==> config.mk <==
export PLATFORM = sky130hd
export DESIGN_NAME = aerin_scheduler_flat
export DESIGN_NICKNAME = d
export VERILOG_FILES = /design/src/rtl/odin_pkg.sv /design/src/rtl/aerin_scheduler_if.sv /design/src/rtl/aerin_scheduler_rr_arbiter.sv /design/src/rtl/aerin_scheduler.sv /design/src/flat_wrapper.sv
export SDC_FILE = /design/constraint.sdc
export NUM_CORES = 1
export LEC_CHECK = 0
export CAP_MARGIN = 20
export CORE_AREA = 2 2 67 69
export CTS_BUF_LIST = sky130_fd_sc_hd__clkbuf_2 sky130_fd_sc_hd__clkbuf_4 sky130_fd_sc_hd__clkbuf_8
export DETAILED_ROUTE_END_ITERATION = 16
export DIE_AREA = 0 0 69 71
export PLACE_DENSITY = 0.95
export SETUP_SLACK_MARGIN = 0.3
export SYNTH_ARGS = -nofsm -noshare
export SYNTH_HDL_FRONTEND = slang
export SYNTH_SLANG_ARGS = --single-unit
==> constraint.sdc <==
create_clock -name clk -period 4.01 [get_ports clk]
set_input_delay 0.401 -clock clk [delete_from_list [all_inputs] [get_ports clk]]
set_output_delay 0.401 -clock clk [all_outputs]
set_load 0.02 [all_outputs]
==> src/rtl/odin_pkg.sv <==
// odin_pkg: shared types and constants for the ODIN AERIN front-end.
//   aer_state_t : handshake FSM state encoding used by aerin_scheduler.
//   AER_W       : default AER address width.
//   idx_w()     : width of a source index for n requesters (minimum 1 bit).
package odin_pkg;

    localparam int AER_W = 10;

    typedef enum logic [2:0] {
        IDLE,
        SETUP,
        REQ_HI,
        REQ_LO,
        ERR_DRAIN
    } aer_state_t;

    function automatic int idx_w(input int n);
        return (n > 1) ? $clog2(n) : 1;
    endfunction

endpackage

==> src/rtl/aerin_scheduler_if.sv <==
// aerin_scheduler_if: AERIN 4-phase REQ/ACK bus towards ODIN.
//   AERIN_ADDR : event address (driven by the scheduler)
//   AERIN_REQ  : 4-phase request (driven by the scheduler)
//   AERIN_ACK  : 4-phase acknowledge (driven by ODIN, asynchronous)
// Modports: master = scheduler side, slave = ODIN side.
interface aerin_scheduler_if
    import odin_pkg::*;
#(
    parameter int ADDR_W = AER_W
);

    logic [ADDR_W-1:0] AERIN_ADDR;
    logic              AERIN_REQ;
    logic              AERIN_ACK;

    modport master (output AERIN_ADDR, output AERIN_REQ, input AERIN_ACK);
    modport slave  (input AERIN_ADDR, input AERIN_REQ, output AERIN_ACK);

endinterface

==> src/rtl/aerin_scheduler_rr_arbiter.sv <==
// rr_arbiter: combinational round-robin arbiter.
//   req       : request vector, one bit per source
//   last      : index of the previously granted source
//   grant     : one-hot grant (all zero when no request)
//   grant_idx : index of the granted source (0 when no request)
// The winner is the first requesting index scanning last+1, last+2, ...
// modulo N.
module rr_arbiter
    import odin_pkg::*;
#(
    parameter  int N     = 2,
    localparam int IDX_W = idx_w(N)
) (
    input  logic [N-1:0]     req,
    input  logic [IDX_W-1:0] last,
    output logic [N-1:0]     grant,
    output logic [IDX_W-1:0] grant_idx
);

    logic w_found;

    always_comb begin
        logic [IDX_W-1:0] idx;
        grant     = '0;
        grant_idx = '0;
        w_found   = 1'b0;
        for (int unsigned k = 1; k <= N; k++) begin
            idx = IDX_W'((32'(last) + k) % N);
            if (!w_found && req[idx]) begin
                w_found        = 1'b1;
                grant[idx]     = 1'b1;
                grant_idx      = idx;
            end
        end
    end

endmodule

==> src/rtl/aerin_scheduler.sv <==
// aerin_scheduler: shares ODIN's AERIN input between N_SRC event sources.
//   clk, rst     : clock, synchronous active-high reset
//   src_addr     : packed per-source addresses, source i at [i*ADDR_W +: ADDR_W]
//   src_valid    : source i has an event
//   src_ready    : accept strobe (combinational), transfer on valid & ready
//   enable, hold : new grants only when enable && !hold
//   aer          : AERIN bus (AERIN_ADDR/AERIN_REQ registered, AERIN_ACK async in)
//   grant_id     : index of the last granted source
//   busy         : handshake FSM not idle
//   timeout_err  : sticky abort flag, cleared by err_clr (a new set wins)
//   evt_count    : completed handshakes, wrapping
module aerin_scheduler
    import odin_pkg::*;
#(
    parameter  int N_SRC       = 2,
    parameter  int ADDR_W      = AER_W,
    parameter  int ACK_TIMEOUT = 1023,
    parameter  int CNT_W       = 16,
    localparam int IDX_W       = idx_w(N_SRC)
) (
    input  logic                    clk,
    input  logic                    rst,
    input  logic [N_SRC*ADDR_W-1:0] src_addr,
    input  logic [N_SRC-1:0]        src_valid,
    output logic [N_SRC-1:0]        src_ready,
    input  logic                    enable,
    input  logic                    hold,
    aerin_scheduler_if.master       aer,
    output logic [IDX_W-1:0]        grant_id,
    output logic                    busy,
    output logic                    timeout_err,
    input  logic                    err_clr,
    output logic [CNT_W-1:0]        evt_count
);

    localparam int TCNT_W = $clog2(ACK_TIMEOUT + 1);
    localparam logic [TCNT_W-1:0] TMO = TCNT_W'(ACK_TIMEOUT);

    aer_state_t          r_state, w_state_nx;
    logic [ADDR_W-1:0]   r_addr, w_addr_nx;
    logic                r_req, w_req_nx;
    logic [IDX_W-1:0]    r_last, w_last_nx;
    logic [IDX_W-1:0]    r_grant_id, w_gid_nx;
    logic [TCNT_W-1:0]   r_tcnt, w_tcnt_nx;
    logic                r_err, w_err_nx;
    logic [CNT_W-1:0]    r_cnt, w_cnt_nx;
    logic                r_sync1, r_sync2;
    logic                w_ack_s;
    logic                w_accept;
    logic [N_SRC-1:0]    w_grant;
    logic [IDX_W-1:0]    w_grant_idx;
    logic [ADDR_W-1:0]   w_addr_arr [N_SRC];

    for (genvar g = 0; g < N_SRC; g++) begin : g_addr
        assign w_addr_arr[g] = src_addr[g*ADDR_W +: ADDR_W];
    end

    // Two-flop synchronizer for the asynchronous acknowledge.
    always_ff @(posedge clk) begin
        if (rst) begin
            r_sync1 <= 1'b0;
            r_sync2 <= 1'b0;
        end else begin
            r_sync1 <= aer.AERIN_ACK;
            r_sync2 <= r_sync1;
        end
    end
    assign w_ack_s = r_sync2;

    rr_arbiter #(.N(N_SRC)) u_arb (
        .req       (src_valid),
        .last      (r_last),
        .grant     (w_grant),
        .grant_idx (w_grant_idx)
    );

    // Grant only once a leftover ACK from before a reset has been released,
    // otherwise the next REQ_HI would complete against a stale acknowledge.
    assign w_accept  = (r_state == IDLE) && enable && !hold && !w_ack_s && (|src_valid);
    assign src_ready = w_accept ? w_grant : '0;

    always_comb begin
        w_state_nx = r_state;
        w_addr_nx  = r_addr;
        w_req_nx   = r_req;
        w_last_nx  = r_last;
        w_gid_nx   = r_grant_id;
        w_tcnt_nx  = r_tcnt;
        w_err_nx   = r_err & ~err_clr;
        w_cnt_nx   = r_cnt;
        case (r_state)
            IDLE: begin
                if (w_accept) begin
                    w_addr_nx  = w_addr_arr[w_grant_idx];
                    w_last_nx  = w_grant_idx;
                    w_gid_nx   = w_grant_idx;
                    w_tcnt_nx  = '0;
                    w_state_nx = SETUP;
                end
            end
            SETUP: begin
                w_req_nx   = 1'b1;
                w_state_nx = REQ_HI;
            end
            REQ_HI: begin
                if (w_ack_s) begin
                    w_req_nx   = 1'b0;
                    w_tcnt_nx  = '0;
                    w_state_nx = REQ_LO;
                end else if (r_tcnt == TMO) begin
                    w_req_nx   = 1'b0;
                    w_err_nx   = 1'b1;
                    w_state_nx = ERR_DRAIN;
                end else begin
                    w_tcnt_nx = r_tcnt + 1'b1;
                end
            end
            REQ_LO: begin
                if (!w_ack_s) begin
                    w_cnt_nx   = r_cnt + 1'b1;
                    w_state_nx = IDLE;
                end else if (r_tcnt == TMO) begin
                    w_err_nx   = 1'b1;
                    w_state_nx = ERR_DRAIN;
                end else begin
                    w_tcnt_nx = r_tcnt + 1'b1;
                end
            end
            ERR_DRAIN: begin
                if (!w_ack_s) begin
                    w_state_nx = IDLE;
                end
            end
            default: begin
                w_req_nx   = 1'b0;
                w_state_nx = IDLE;
            end
        endcase
    end

    always_ff @(posedge clk) begin
        if (rst) begin
            r_state    <= IDLE;
            r_addr     <= '0;
            r_req      <= 1'b0;
            r_last     <= IDX_W'(N_SRC - 1);
            r_grant_id <= '0;
            r_tcnt     <= '0;
            r_err      <= 1'b0;
            r_cnt      <= '0;
        end else begin
            r_state    <= w_state_nx;
            r_addr     <= w_addr_nx;
            r_req      <= w_req_nx;
            r_last     <= w_last_nx;
            r_grant_id <= w_gid_nx;
            r_tcnt     <= w_tcnt_nx;
            r_err      <= w_err_nx;
            r_cnt      <= w_cnt_nx;
        end
    end

    assign aer.AERIN_ADDR = r_addr;
    assign aer.AERIN_REQ  = r_req;
    assign grant_id       = r_grant_id;
    assign busy           = (r_state != IDLE);
    assign timeout_err    = r_err;
    assign evt_count      = r_cnt;

endmodule

==> src/flat_wrapper.sv <==
// flat-port wrapper written by rule: the top's interface ports become plain ports
module aerin_scheduler_flat import odin_pkg::*;
#(
    parameter  int N_SRC       = 2,
    parameter  int ADDR_W      = AER_W,
    parameter  int ACK_TIMEOUT = 1023,
    parameter  int CNT_W       = 16,
    localparam int IDX_W       = idx_w(N_SRC)
)
  (clk, rst, src_addr, src_valid, src_ready, enable, hold, grant_id, busy, timeout_err, err_clr, evt_count, aer_AERIN_ADDR, aer_AERIN_REQ, aer_AERIN_ACK);
  aerin_scheduler_if #(.ADDR_W(ADDR_W)) aer_i ();
  input  logic clk;
  input  logic rst;
  input  logic [N_SRC*ADDR_W-1:0] src_addr;
  input  logic [N_SRC-1:0] src_valid;
  output logic [N_SRC-1:0] src_ready;
  input  logic enable;
  input  logic hold;
  output logic [IDX_W-1:0] grant_id;
  output logic busy;
  output logic timeout_err;
  input  logic err_clr;
  output logic [CNT_W-1:0] evt_count;
  output wire logic [$bits(aer_i.AERIN_ADDR)-1:0] aer_AERIN_ADDR;
  output wire logic [$bits(aer_i.AERIN_REQ)-1:0] aer_AERIN_REQ;
  input wire logic [$bits(aer_i.AERIN_ACK)-1:0] aer_AERIN_ACK;
  assign aer_AERIN_ADDR = aer_i.AERIN_ADDR;
  assign aer_AERIN_REQ = aer_i.AERIN_REQ;
  assign aer_i.AERIN_ACK = aer_AERIN_ACK;
  aerin_scheduler #(.N_SRC(N_SRC), .ADDR_W(ADDR_W), .ACK_TIMEOUT(ACK_TIMEOUT), .CNT_W(CNT_W)) u_core (.clk(clk), .rst(rst), .src_addr(src_addr), .src_valid(src_valid), .src_ready(src_ready), .enable(enable), .hold(hold), .aer(aer_i), .grant_id(grant_id), .busy(busy), .timeout_err(timeout_err), .err_clr(err_clr), .evt_count(evt_count));
endmodule
# Word level (Yosys, flattened, before mapping)

Cells that the tools add are included.

$add $sub $neg: 4
Magnitude comparators: 5
Eq/ne operators: 9
Multiplexer cells: 35
Bitwise operators: 6
Reduce and logical (&&, ||, !) cells: 20

Operators by type and width:

| kind                                                  | count |
|---|---|
| two-way mux 10 bit                                    | 7 |
| one-hot mux 10 bit (3 select lines)                   | 1 |
| adder 16 x 1 -> 16 bit, second input constant         | 1 |
| two-way mux 3 bit                                     | 5 |
| one-hot mux 3 bit (5 select lines)                    | 1 |
| two-way mux 1 bit                                     | 14 |
| adder 10 x 1 -> 10 bit, second input constant         | 1 |
| == test 10 bit, second input constant                 | 1 |
| AND reduction 2 bit                                   | 4 |
| logical AND 1 bit                                     | 7 |
| == test 3 x 2 -> 1 bit, second input constant         | 2 |
| two-way mux 2 bit                                     | 3 |
| nonzero test 3 bit                                    | 2 |
| < comparator 1 x 2 -> 1 bit, second input constant    | 2 |
| inequality test 2 x 1 -> 1 bit, second input constant | 2 |
| == test 3 x 1 -> 1 bit, second input constant         | 1 |
| == test 3 bit, second input constant                  | 1 |
| zero test 1 bit                                       | 3 |
| zero test 3 bit                                       | 1 |
| inequality test 3 x 1 -> 1 bit, second input constant | 1 |
| inverter 1 bit                                        | 3 |
| one-hot mux 1 bit (3 select lines)                    | 1 |
| AND reduction 3 bit                                   | 1 |
| OR reduction 3 bit                                    | 1 |
| other kinds (10)                                      | 13 |

Flip-flop bits (word level): 45
Bits of input ports: 28
Output and inout port bits: 32
Word-level logic and storage cells: 89

# Longest topological paths before layout

Gate-level depths: netlist (run 1).

Word-level depth: 11
Depth in mapped cells: 7
Depth with buffers taken out: 6

# Modules after synthesis

Synthesis (run 1) repeated with hierarchy kept, for this count alone.

Cell total of the unflattened synthesis: 253
Area, all modules: 2,174.6 um^2

Modules (own cells, without submodules):

| module          | instances | cells an instance | area each (um^2) | seq. area each (um^2) |
|---|---|---|---|---|
| aerin_scheduler | 1         | 249               | 2,148.3          | 900.9 |
| rr_arbiter      | 1         | 4                 | 26.3             | 0.0 |

# Worst setup path after synthesis (run 1)

Ideal clock, no wire load.

Path kind: register to output
Start point: reg u_core.r_state[2]
End point: out src_ready[0]
Arrival: 1.613 ns
Required time: 3.609 ns
Path slack: 1.996 ns
Cell stages (with the launch flop): 6
Path buffers: 1
Path through: dfxtp_1 -> buf_6 -> or3_4 -> nor4_4 -> inv_1 -> nor2_1

Cells in the longest elaborated chain, start to end: 6

Ends and longest elaborated chain:

| what                           | RTL line               | RTL |
|---|---|---|
| from (decl)                    | aerin_scheduler.sv:39  | `aer_state_t r_state, w_state_nx;` |
| from (signal assigned)         | aerin_scheduler.sv:152 | `r_state <= w_state_nx;` |
| zero test 3 bit                | aerin_scheduler.sv:79  | `assign w_accept = (r_state == IDLE) && enable && !hold && !w_ack_s && (\|src_valid);` |
| logical AND 1 bit (4 in a row) | aerin_scheduler.sv:79  |  |
| two-way mux 2 bit              | aerin_scheduler.sv:80  | `assign src_ready = w_accept ? w_grant : '0;` |
| to (decl)                      | flat_wrapper.sv:16     | `output logic [N_SRC-1:0] src_ready;` |

Every way passes these cells.

# Worst setup path after layout (run 1)

Same ends and word-level chain as after synthesis.

==> results.json, run 1 <==
{
  "drt-vias-per-instance": 5.61,
  "synth_ff_type": "dfxtp_1",
  "antenna_left": 0,
  "antenna_found_initial": 0,
  "synthesis.area_um2": 2150,
  "ys_seq_area_share_pct": 41.9,
  "finalNonFillerCells": 341,
  "yosysWarningCount": 0,
  "core.rowCount": 24,
  "reg2reg_slack_ns": 2.03,
  "start_util_pct": 51.2,
  "cts_tree": "yes",
  "drt_drc_violations_left": 0,
  "cts_buffer_depth": 2,
  "syn_to_final_growth_pct": 32.8,
  "cts_buffers": 5,
  "finalHoldViolations": 0,
  "crit_type": "reg2out",
  "dp.cells": 334,
  "cp-startpoint": "u_core.r_state[2]$_SDFFE_PP0P_",
  "root_buffer": "clkbuf_8",
  "crit_path_end_kind": "output port",
  "fin_tns_setup_ns": 0,
  "path_cells": "or3_4, nor4_4, buf_4, inv_1, nor2_1, clkdlybuf4s50_1",
  "clk_pin_slew_ns": 0.08,
  "vias": 1913,
  "wl_per_cell_um": 14.2,
  "chipHeight_um": 71,
  "die_area_um2": 4900,
  "grt_max_degree": 22,
  "drive_gt1_share_pct": 9.34,
  "grt_util_all_layers_pct": 20.2,
  "core_area_um2": 4200,
  "cpLargestDelayFamily": "buffers and inverters",
  "gp_congestion": 0.801,
  "clock_latency_ns": 0.30,
  "cts_resized": 0,
  "worstPathRequired_ns": 3.61,
  "finalWirelength_um": 4830,
  "r2r_end": "u_core.r_last$_SDFFE_PP1P_",
  "first_pass_iters": 4,
  "first_iter_violations": 131,
  "slew_headroom_pct": 54.5,
  "syn_avg_cell_area_um2": 9.27,
  "cts.sinks": 45,
  "ios": 60,
  "r2r_start": "u_core.r_state[2]$_SDFFE_PP0P_",
  "finish.utilization_pct": 67.9,
  "dp_hpwl_um": 3530,
  "ys_ff_latch": 45,
  "diodes": 0,
  "die_x_um": 69,
  "max_freq_ghz": 0.330,
  "syn_nets": 262,
  "post_synth_num_cell_types": 44,
  "use_met2_pct": 34.5,
  "grt_overflow_total": 0,
  "slowest_delay_ns": 0.62,
  "finalCriticalPeriod_ns": 3.03,
  "nets": 319,
  "cp.depth": 6,
  "finalClockSkew_ns": 0.00488,
  "cts_setup_buffers": 0,
  "grtUsageMet1_pct": 24.5,
  "cts-htree-levels": 2,
  "cap_viol_max_count": 0,
  "hold_class": "reg2reg",
  "grt_first_pass_wirelength_um": 8140,
  "grt-busiest-layer": "met2",
  "finalCritPeriodShare_pct": 75.6,
  "crit_slowest_cell": "clkdlybuf4s50_1",
  "syn_inst": 232,
  "power_density_nw_per_um2": 309,
  "p_leak_nw": 0.997,
  "gr-usage-met3_pct": 5.70,
  "finalMaxSlewViolations": 0,
  "worstMarginPinSlew_ns": 0.681,
  "ctsHoldBuffers": 0,
  "r2r_cells": 5,
  "grt_pass1_vias": 1829,
  "crit_path_end": "src_ready[0]",
  "async_flop_share_pct": 0,
  "crit_path_start_kind": "flop",
  "crit_arrival_ns": 2.63,
  "io_buffers": 59,
  "vdd_drop_max_mv": 0.152,
  "synth_edf_count": 0,
  "crit_fanout": 21,
  "status": "finished, final reports clean",
  "final-setup-viol-count": 0,
  "worst-path-buf-inv": 3,
  "rsz0062_at_grt": "no"
}
## registers in the layout, summed over array words and instances (netlist names), 3 cells and up
register	flops
u_core.r_state	3
u_core.aer.AERIN_ADDR	10
u_core.evt_count	16
u_core.r_tcnt	10
## Yosys cell counts (2+ instances only)
| master | instances | area (µm²) |
|---|---|---|
| and4_1 | 5 | 43.8 |
| xnor2_1 | 5 | 43.8 |
| nor2_1 | 35 | 131 |
| nand4_1 | 4 | 25.0 |
| a31oi_1 | 2 | 12.5 |
| xor2_1 | 11 | 96.3 |
| o21ai_0 | 8 | 40.0 |
| nand2_1 | 8 | 30.0 |
| and3_1 | 3 | 18.8 |
| a21oi_1 | 15 | 75.1 |
| and2_1 | 3 | 18.8 |
| o2111ai_1 | 2 | 17.5 |
| nor2b_1 | 3 | 18.8 |
| o211ai_1 | 3 | 22.5 |
| dfxtp_1 | 45 | 901 |
| mux2i_1 | 12 | 120 |
| inv_1 | 6 | 22.5 |
| ha_1 | 2 | 25.0 |
| clkbuf_1 | 8 | 30.0 |
| buf_6 | 2 | 22.5 |
| buf_2 | 2 | 10.0 |
| nor3_1 | 5 | 25.0 |
| a211oi_2 | 10 | 125 |
| nand2b_1 | 4 | 25.0 |
| or3_1 | 6 | 37.5 |
| nand3_1 | 5 | 25.0 |
## final cells by class
type | count | area (µm²)
multi-input cells | 168 | 1160
inverters | 6 | 22.5
flip-flops and latches | 45 | 901
well taps | 52 | 65.1
repair buffers | 63 | 621
fillers | 323 | 1350
clock inverters | 1 | 7.51
clock buffers | 6 | 82.6
## cell usage in the layout, fill, tap and decap left out, types with 2 or more instances in the layout
| master | instances |
|---|---|
| dfxtp_1 | 45 |
| xor2_1 | 11 |
| a21oi_1 | 15 |
| a211oi_2 | 10 |
| o21ai_0 | 8 |
| nand2_1 | 8 |
| clkdlybuf4s50_1 | 59 |
| nand3_1 | 5 |
| or3_1 | 6 |
| nor2_1 | 35 |
| mux2i_1 | 12 |
| and4_1 | 5 |
| xnor2_1 | 5 |
| nand4_1 | 4 |
| a31oi_1 | 2 |
| and3_1 | 3 |
| nor3_1 | 5 |
| inv_1 | 6 |
| nor2b_1 | 3 |
| and2_1 | 3 |
| clkbuf_8 | 6 |
| ha_1 | 2 |
| buf_4 | 4 |
| nand2b_1 | 4 |
| o211ai_1 | 3 |
| o2111ai_1 | 2 |
## metrics by stage
stage                     area (µm²)  worst slack (ns)  hold slack [ns]  total power, mW
after floorplan                 2150              2.00            0.414            0.551
after global placement          2770              1.16            0.418            0.602
after detailed placement        2770              1.08            0.425            0.607
after CTS                       2860             0.974            0.445            0.890
after global routing            2860             0.829            0.454            0.914
final                           2860             0.979            0.452            0.882
## kinds of logic after synthesis
| kind of cell | after synthesis | synth area share [%] |
|---|---|---|
| AND/OR/NAND/NOR | 90 | 23.6 |
| buffers and inverters | 19 | 4.30 |
| AO/OA/AOI/OAI | 48 | 16.9 |
| multiplexers | 12 | 5.58 |
| adder cells (fa/ha/maj) | 2 | 1.16 |
| XOR/XNOR | 16 | 6.52 |
| flip-flops | 45 | 41.9 |
## worst register-to-register path, stage by stage (launching register included)
cell and delay, ns:
dfxtp_1 0.40, or3_4 0.44, nor4_4 0.31, buf_4 0.32, inv_1 0.12, a211o_1 0.29
## worst min path at each step
| stage | startpoint | to | slack (ns) | depth (start not counted) |
|---|---|---|---|---|
| after floorplan | u_core.r_sync1$_SDFF_PP0_ | u_core.r_sync2$_SDFF_PP0_ | 0.41 | 1 |
| after global placement | u_core.r_sync1$_SDFF_PP0_ | u_core.r_sync2$_SDFF_PP0_ | 0.42 | 1 |
| after detailed placement | u_core.r_sync1$_SDFF_PP0_ | u_core.r_sync2$_SDFF_PP0_ | 0.43 | 1 |
| after CTS | u_core.r_sync1$_SDFF_PP0_ | u_core.r_sync2$_SDFF_PP0_ | 0.44 | 1 |
| after global routing | u_core.r_sync1$_SDFF_PP0_ | u_core.r_sync2$_SDFF_PP0_ | 0.45 | 1 |
| final | u_core.r_sync1$_SDFF_PP0_ | u_core.r_sync2$_SDFF_PP0_ | 0.45 | 1 |
## routing by layer
layer / vias up / wire (µm)
li1: 944 / -
met1: 897 / 2080
met2: 65 / 2370
met3: 7 / 308
met4: 0 / 66
met5: - / 0
## where the power goes
group	internal, mW	total [mW]	switching [mW]
registers	0.458	0.469	0.0105
logic	0.0663	0.127	0.0611
clock network	0.136	0.286	0.150
total	0.661	0.882	0.221
Power figures use the tool's default switching activity.
==> run 2, diff against run 1 <==
CORE_AREA = 2 2 70 72   (was 2 2 67 69)
DIE_AREA = 0 0 72 74   (was 0 0 69 71)
PLACE_DENSITY = 0.89   (was 0.95)
clock period = 3.1 ns   (was 4.01 ns; I/O delays follow)
==> run 2 against run 1 <==
Critical path depth fell by 2. Highest routed layer unchanged. Critical path type unchanged. Die area rose by 8.8%. Clock power rose by 15%. Routed wire length decreased by 3.9%. Register-to-register slack got worse by 0.86 ns. Total power grew 25%. Utilization down 6.0 points. Flip-flop and latch count unchanged.
==> results.json, run 2 (synthesized netlist as in run 1, its figures left out) <==
{
  "status": "finished, final reports clean",
  "dp_hpwl_um": 3510,
  "power.total_mw": 1.10,
  "root_buffer": "clkbuf_8",
  "grt_util_all_layers_pct": 18.4,
  "cts-htree-levels": 2,
  "diodes": 0,
  "largest_register_ffs": 16,
  "crit_arrival_ns": 2.22,
  "drive_gt1_share_pct": 9.34,
  "finalMaxSlewViolations": 0,
  "cts_tree": "yes",
  "first_pass_iters": 4,
  "max_freq_ghz": 0.395,
  "holdWs_ns": 0.442,
  "drt_drc_violations_left": 0,
  "finalHoldViolations": 0,
  "finalClockSkew_ns": 0.00500,
  "gp_congestion": 0.740,
  "core_area_um2": 4600,
  "grt_max_degree": 22,
  "crit_path_end_kind": "output port",
  "pwr-share-clk_pct": 29.9,
  "dpl_cell_area_um2": 2780,
  "die_area_um2": 5330,
  "grt_first_pass_wirelength_um": 7750,
  "final_common_cell": "clkdlybuf4s50_1",
  "p_leak_nw": 0.998,
  "syn_to_final_growth_pct": 32.5,
  "fin_tns_setup_ns": 0,
  "drt-vias-per-instance": 5.46,
  "cap_viol_max_count": 0,
  "rsz0062_at_grt": "no",
  "crit_path_start_kind": "flop",
  "sw_frac_of_total_pct": 24.8,
  "worstMarginPinSlew_ns": 0.581,
  "finalCriticalPeriod_ns": 2.53,
  "ios": 60,
  "slew_headroom_pct": 61.2,
  "die_x_um": 72,
  "place_ws_ns": 0.733,
  "final-setup-viol-count": 0,
  "finalWirelength_um": 4640,
  "nets": 320,
  "wl_per_cell_um": 13.5,
  "fin_ws_ns": 0.568,
  "nFillCells": 389,
  "grt_pass1_vias": 1755,
  "worstPathRequired_ns": 2.79,
  "crit_fanout": 9,
  "vias": 1872,
  "power_density_nw_per_um2": 386,
  "cts_resized": 0,
  "hold_class": "reg2reg",
  "first_iter_violations": 60,
  "design_area_um2": 2850,
  "final_cell_mix": "clkdlybuf4s50_1, dfxtp_1, nor2_1",
  "seqPwrFrac_pct": 55.1,
  "clk_pin_slew_ns": 0.07,
  "p_switching_mw": 0.274,
  "chipHeight_um": 74,
  "cts_setup_buffers": 0,
  "combPwrFrac_pct": 15.0,
  "cts_buffers": 5,
  "cell_internal_pwr_mw": 0.828,
  "start_util_pct": 46.8,
  "antenna_found_initial": 0,
  "crit_type": "reg2out",
  "grt_overflow_total": 0,
  "io_buffers": 59,
  "antenna_left": 0,
  "core.rowCount": 25,
  "vdd_drop_max_mv": 0.342,
  "clock_latency_ns": 0.29,
  "cts_buffer_depth": 2,
  "finalCritPeriodShare_pct": 81.7,
  "ctsHoldBuffers": 0,
  "cts.sinks": 45
}
## run 2: cell types whose count changed in the layout (fill, tap and decap cells not counted), sizes merged
| cell | previous run | this run |
|---|---|---|
| buf | 4 | 5 |
| clkbuf | 6 | 5 |
| clkinv | 0 | 1 |
| clkinvlp | 1 | 0 |
## run 2: cell type report
| cell class | count | area (µm²) | area share [%] |
|---|---|---|---|
| clock buffers | 5 | 68.8 | 2.41 |
| clock inverters | 1 | 5.00 | 0.176 |
| inverters | 6 | 22.5 | 0.790 |
| multi-input cells | 168 | 1160 | 40.6 |
| flip-flops and latches | 45 | 901 | 31.6 |
| well taps | 54 | 67.6 | 2.37 |
| repair buffers | 64 | 628 | 22.0 |
## run 2: critical path, stage by stage (launching register included)
cell and delay (ns):
dfxtp_1 0.39, or3_4 0.43, nor4_4 0.28, and2_1 0.21
clkdlybuf4s50_1 0.62
## run 2: worst paths after layout
| path | start | to | slack, ns | cells past startpoint |
|---|---|---|---|---|
| max | u_core.r_state[2]$_SDFFE_PP0P_ | src_ready[1] | 0.57 | 4 |
| min | u_core.r_sync1$_SDFF_PP0_ | u_core.r_sync2$_SDFF_PP0_ | 0.44 | 1 |
| max reg2reg | u_core.r_sync2$_SDFF_PP0_ | u_core.r_tcnt[9]$_SDFFE_PP0P_ | 1.17 | 4 |
| min reg2reg | u_core.r_sync1$_SDFF_PP0_ | u_core.r_sync2$_SDFF_PP0_ | 0.44 | 1 |
## run 2: stage by stage
step	utilization, %	std cells
floorplan	-	232
global placement	60.4	337
detailed placement	60.4	337
CTS	62.0	343
global route	62.0	343
finish	62.0	343
## run 2: layer usage
layer	global-route usage [%]	wire, µm
met1	22.5	2030
met5	0	0
met4	6.08	67
met2	30.9	2230
met3	5.83	314
## run 2: power by group through the flow
stage / Combinational [mW] / Sequential, mW / Clock (mW)
2_1_floorplan: 0.0852 / 0.627 / 0
3_3_place_gp: 0.161 / 0.619 / 0
3_5_place_dp: 0.166 / 0.620 / 0
4_1_cts: 0.167 / 0.606 / 0.340
5_1_grt: 0.180 / 0.609 / 0.363
6_report: 0.166 / 0.607 / 0.329
